--- src/rtl/gray_to_bcd_serial_decoder.sv ---
// Bit-serial Gray-to-binary decoder, MSB first, with a valid/ready output and a BCD range flag.
// Optional macro GRAY_STEP_CHECK_EN adds a unit-step check between consecutive handshaken words.
module gray_to_bcd_serial_decoder #(
    parameter int WIDTH   = 4,
    parameter int BCD_MAX = 9
) (
    input  logic             clk,
    input  logic             rst_n,
    input  logic             start,
    input  logic             bit_valid,
    input  logic             ser_in,
    input  logic             out_ready,
    output logic             out_valid,
    output logic [WIDTH-1:0] bin_out,
    output logic             bcd_err,
    output logic             busy,
    output logic             step_err
);

    localparam int CNT_W = $clog2(WIDTH);
    localparam logic [CNT_W-1:0] LAST = CNT_W'(WIDTH - 1);

    typedef enum logic [1:0] {IDLE, SHIFT, HOLD} state_t;

    state_t           state_q, state_d;
    logic [CNT_W-1:0] cnt_q, cnt_d;
    logic [WIDTH-1:0] acc_q, acc_d;
    logic             run_q, run_d;
    logic [WIDTH-1:0] bin_q, bin_d;
    logic             err_q, err_d;
    logic             b_w;
    logic [WIDTH-1:0] word_w;

    function automatic logic over_max(input logic [WIDTH-1:0] v);
        return 32'(v) > BCD_MAX;
    endfunction

    // Running XOR turns each Gray bit into the next binary bit
    assign b_w    = run_q ^ ser_in;
    assign word_w = (acc_q << 1) | {{(WIDTH-1){1'b0}}, b_w};

    always_comb begin
        state_d = state_q;
        cnt_d   = cnt_q;
        acc_d   = acc_q;
        run_d   = run_q;
        bin_d   = bin_q;
        err_d   = err_q;
        case (state_q)
            IDLE: begin
                if (start) begin
                    state_d = SHIFT;
                    cnt_d   = '0;
                    acc_d   = '0;
                    run_d   = 1'b0;
                end
            end
            SHIFT: begin
                if (start) begin
                    cnt_d = '0;
                    acc_d = '0;
                    run_d = 1'b0;
                end else if (bit_valid) begin
                    acc_d = word_w;
                    run_d = b_w;
                    if (cnt_q == LAST) begin
                        state_d = HOLD;
                        cnt_d   = '0;
                        bin_d   = word_w;
                        err_d   = over_max(word_w);
                    end else begin
                        cnt_d = cnt_q + 1'b1;
                    end
                end
            end
            HOLD: begin
                if (out_ready) begin
                    if (start) begin
                        state_d = SHIFT;
                        cnt_d   = '0;
                        acc_d   = '0;
                        run_d   = 1'b0;
                    end else begin
                        state_d = IDLE;
                    end
                end
            end
            default: state_d = IDLE;
        endcase
    end

    always_ff @(posedge clk or negedge rst_n) begin
        if (!rst_n) begin
            state_q <= IDLE;
            cnt_q   <= '0;
            acc_q   <= '0;
            run_q   <= 1'b0;
            bin_q   <= '0;
            err_q   <= 1'b0;
        end else begin
            state_q <= state_d;
            cnt_q   <= cnt_d;
            acc_q   <= acc_d;
            run_q   <= run_d;
            bin_q   <= bin_d;
            err_q   <= err_d;
        end
    end

    assign out_valid = (state_q == HOLD);
    assign busy      = (state_q != IDLE);
    assign bin_out   = bin_q;
    assign bcd_err   = err_q;

`ifdef GRAY_STEP_CHECK_EN
    localparam logic [WIDTH-1:0] ONE = WIDTH'(1);

    logic [WIDTH-1:0] prev_q;
    logic             have_prev_q;
    logic             step_q;
    logic             load_w;
    logic             hs_w;
    logic [WIDTH-1:0] diff_w;

    assign load_w = (state_q == SHIFT) && !start && bit_valid && (cnt_q == LAST);
    assign hs_w   = (state_q == HOLD) && out_ready;
    // Wrapping difference: a unit step in either direction is +1 or all-ones
    assign diff_w = word_w - prev_q;

    always_ff @(posedge clk or negedge rst_n) begin
        if (!rst_n) begin
            prev_q      <= '0;
            have_prev_q <= 1'b0;
            step_q      <= 1'b0;
        end else if (load_w) begin
            step_q <= have_prev_q && (diff_w != ONE) && (diff_w != '1);
        end else if (hs_w) begin
            prev_q      <= bin_q;
            have_prev_q <= 1'b1;
            step_q      <= 1'b0;
        end
    end

    assign step_err = step_q;
`else
    assign step_err = 1'b0;
`endif

endmodule

--- config.mk ---
export PLATFORM = sky130hd
export DESIGN_NAME = gray_to_bcd_serial_decoder
export DESIGN_NICKNAME = d
export VERILOG_FILES = /design/src/rtl/gray_to_bcd_serial_decoder.sv
export SDC_FILE = /design/constraint.sdc
export NUM_CORES = 1
export LEC_CHECK = 0
export BUFFER_PORTS_ARGS = -buffer_cell sky130_fd_sc_hd__buf_2
export CAP_MARGIN = 15
export CORE_MARGIN = 10
export CORE_UTILIZATION = 45
export CTS_BUF_LIST = sky130_fd_sc_hd__clkbuf_8 sky130_fd_sc_hd__clkbuf_16
export DETAILED_ROUTE_END_ITERATION = 16
export GPL_TIMING_DRIVEN = 0
export PLACE_DENSITY = 0.71
export RECOVER_POWER = 50
export SKIP_CTS_REPAIR_TIMING = 1
export SLEW_MARGIN = 25
export SYNTH_ARGS = -nofsm -noshare
export SYNTH_HDL_FRONTEND = slang
export SYNTH_SLANG_ARGS = --single-unit
--- constraint.sdc ---
create_clock -name clk -period 1.3 [get_ports clk]
set_input_delay 0.13 -clock clk [delete_from_list [all_inputs] [get_ports clk]]
set_output_delay 0.13 -clock clk [all_outputs]
set_load 0.02 [all_outputs]
==> results.cfg <==
[worst_setup_path]
critical_path_arrival_ns = 1.47
path_max_fanout = 6
cpMaxStageDelayCell = sky130_fd_sc_hd__dfrtp_2
timing.rr.start = state_q[1]$_DFFE_PN0P_
path_class = flop to flop
worst_setup_path_startpoint = state_q[1]$_DFFE_PN0P_
timing.critical_path.slowest_cell_delay_ns = 0.44
worstSetupEndpointType = flop
crit_chain = nor3b_4 > and3_4 > mux2_4
startpoint_class_of_the_critical_path = flop
worst-endpoint-required_ns = 1.42

[clock_tree]
clkTransAtPathRegs_ns = 0.05
cts_buffers = 3
ctsHtreeMaxLevel = 1
clk-insertion-delay-late_ns = 0.24
root_buffer = sky130_fd_sc_hd__clkbuf_8
clock_sink_count = 12
max-clock-path-buffers = 2
cts_tree = done

[logic_synthesis]
syn-cell-area_sq_um = 627
syn-mean-instance-area_sq_um = 11.2
synth.largest_area_cell = sky130_fd_sc_hd__dfrtp_1
synthesis.instances = 56
synth_seq_cells = 12
postSynthNetCount = 65
synth_area_leaders = sky130_fd_sc_hd__dfrtp_1 (48%), sky130_fd_sc_hd__mux2i_1 (9.6%), sky130_fd_sc_hd__mux2_4 (9.6%), sky130_fd_sc_hd__nand2_1 (6.6%), sky130_fd_sc_hd__ha_1 (6.0%)
synthArstFlopShare_pct = 100
yosys.cell_types.count = 19
post_synthesis_sequential_area_ratio_pct = 47.9
yosys-top-cells-count = sky130_fd_sc_hd__dfrtp_1 (12), sky130_fd_sc_hd__nand2_1 (11), sky130_fd_sc_hd__mux2i_1 (6), sky130_fd_sc_hd__inv_1 (4), sky130_fd_sc_hd__mux2_4 (4)
synth_edf_count = 0
yosysWarningCount = 0
synth_largest_type_area_fraction_pct = 47.9
synth_top_flop_cell = sky130_fd_sc_hd__dfrtp_1
synthMostInstantiatedCell = sky130_fd_sc_hd__dfrtp_1

[routing]
postRouteAntennaNets = 0
finalWirelength_um = 1190
drt_pass1_iterations = 4
route.detailed.drc = 0
routed_wire_length_per_instance_um = 13.3
detailedRoute.firstIterationViolations = 15
route.vias.total = 447
post_drt_via_cell_ratio = 4.97

[run]
cap_viol_max_count = 0

[power]
irDropWorstVdd_mv = 1.01
power.share.clock_pct = 27.9
power.internal_uw = 978
power.density_mw_per_mm2 = 1760
power.combinational.fraction_pct = 32.7
sequentialPowerShare_pct = 39.4
switching_power_uw = 440
power_leakage_uw = 0.000431
netSwitchingFraction_pct = 31.0
total_power_uw = 1420

[floorplan]
chipHeight_um = 57.3
die_x_um = 57.3
die_area_sq_mm = 0.00329
num_rows = 13
io-pin-count = 14
placeableCoreArea_sq_mm = 0.00130
floorplan.initialDensity_pct = 48.2

[sta]
hold_viol = 0
tns_ns = -0.192
slew_viol_final = 0
whs_ns = 0.191
tightest_slew_ns = 0.642
achievable-frequency_mhz = 740
layout_worst_path_cycle_share_pct = 104
grt_setup_unrepaired = yes
worst_slew_margin_rel_pct = 57.2
final_setup_margin_ns = -0.0520
skew_ns = 0.00354
finalSetupViolCount = 4
final_period_minus_worst_setup_slack_ns = 1.35

[place]
buffer_ports.inserted = 12
dp_hpwl_um = 912
dp_worst_setup_slack_ns = -0.223
finalWeightedCongestion = 0.667
dp.cells = 83

[cells_and_area]
areaGrowthSynthToFinish_pct = 28.9
fillers = 111
instances_no_fill = 90
final_net_count = 85
sequential_cell_area_sq_um = 302
multiInputGateArea_sq_um = 300
num_antenna_cells = 0
share_of_post_route_cells_with_drive_strength_above_1_pct = 40.0

[global_routing]
global_route.usage.total_pct = 7.56
grt_antenna_before_repair = 0
grt_pass1_wl_um = 1970
globalRouteOverflowTotal = 0
maximum_number_of_pins_on_one_net_before_global_route_repair = 13
via_count_of_the_first_global_routing_pass = 462

[hold_path]
timing.hold.worst.class = primary input to flop
hold_path.startpoint = out_ready

[outcome]
status = complete, but fails checks
violated_checks = negative setup slack
-- registers in the layout, summed over array words and instances, names as in the netlist --
register  cells
cnt_q         2
acc_q         3
state_q       2
bcd_err       1
bin_out       4
-- cell usage in the layout (no fill, tap or decap), types with 2 or more instances in the layout --
cell / synthesis / final
sky130_fd_sc_hd__nor2_1: 2 / 2
sky130_fd_sc_hd__inv_1: 4 / 4
sky130_fd_sc_hd__clkbuf_8: 0 / 4
sky130_fd_sc_hd__mux2_4: 4 / 4
sky130_fd_sc_hd__nand2_1: 11 / 11
sky130_fd_sc_hd__ha_1: 3 / 3
sky130_fd_sc_hd__dfrtp_1: 12 / 11
sky130_fd_sc_hd__buf_2: 0 / 10
sky130_fd_sc_hd__mux2i_1: 6 / 6
sky130_fd_sc_hd__o21ai_0: 2 / 2
sky130_fd_sc_hd__buf_4: 1 / 3
sky130_fd_sc_hd__a21oi_1: 2 / 2
-- power by group through the flow --
stage	combinational [uW]	sequential [uW]	clock, uW
3_3_place_gp	429	561	0
5_1_grt	519	577	430
3_5_place_dp	441	565	0
4_1_cts	442	559	411
2_1_floorplan	251	620	0
6_report	464	558	396
-- layout make-up --
| class | instances | area share [%] |
|---|---|---|
| sequential | 12 | 37.3 |
| timing repair buffer | 16 | 13.6 |
| clock buffer | 4 | 6.81 |
| inverter | 4 | 1.86 |
| tap | 15 | 2.32 |
| buffer | 1 | 0.929 |
| multi-input combinational | 38 | 37.2 |
-- stage by stage --
stage	util [%]	area (sq um)
floorplan	-	627
global placement	54.2	706
detailed placement	54.2	706
CTS	58.5	761
global route	62.1	808
finish	62.1	808
-- worst max-delay path, delay by kind of cell, from the launching register on --
family	cells	cell delay, ns
mux	1	0.31
flops	1	0.44
simple gates	2	0.49
-- final timing paths --
path	end	slack, ns	cells after the start
max in group asynchronous	state_q[1]$_DFFE_PN0P_	0.42	2
worst min-delay path	state_q[1]$_DFFE_PN0P_	0.19	3
worst min register to register	bin_out[2]$_DFFE_PN0P_	0.50	1
worst max-delay path	bin_out[2]$_DFFE_PN0P_	-0.05	3
min in group asynchronous	acc_q[2]$_DFFE_PN0P_	0.43	2
worst max register to register	bin_out[2]$_DFFE_PN0P_	-0.05	3
-- metal layers --
metal	up-vias	track usage, %	part of all wire, %
li1	221	-	-
met3	0	5.09	8.6
met5	-	0	0
met1	214	6.95	41
met4	0	2.01	0
met2	12	13.3	50
-- kinds of logic (layout without fill, tap and decap cells) --
group	after synthesis	in the layout	synth area share [%]
DFF	12	12	47.9
AOI/OAI and AO/OA	5	5	4.59
other	1	1	0.598
and+or+nand+nor	19	19	16.4
buffers and inverters	6	25	5.39
muxes	10	10	19.2
adders and majority gates	3	3	5.99
Note: power is estimated with default switching activity, not from simulation.
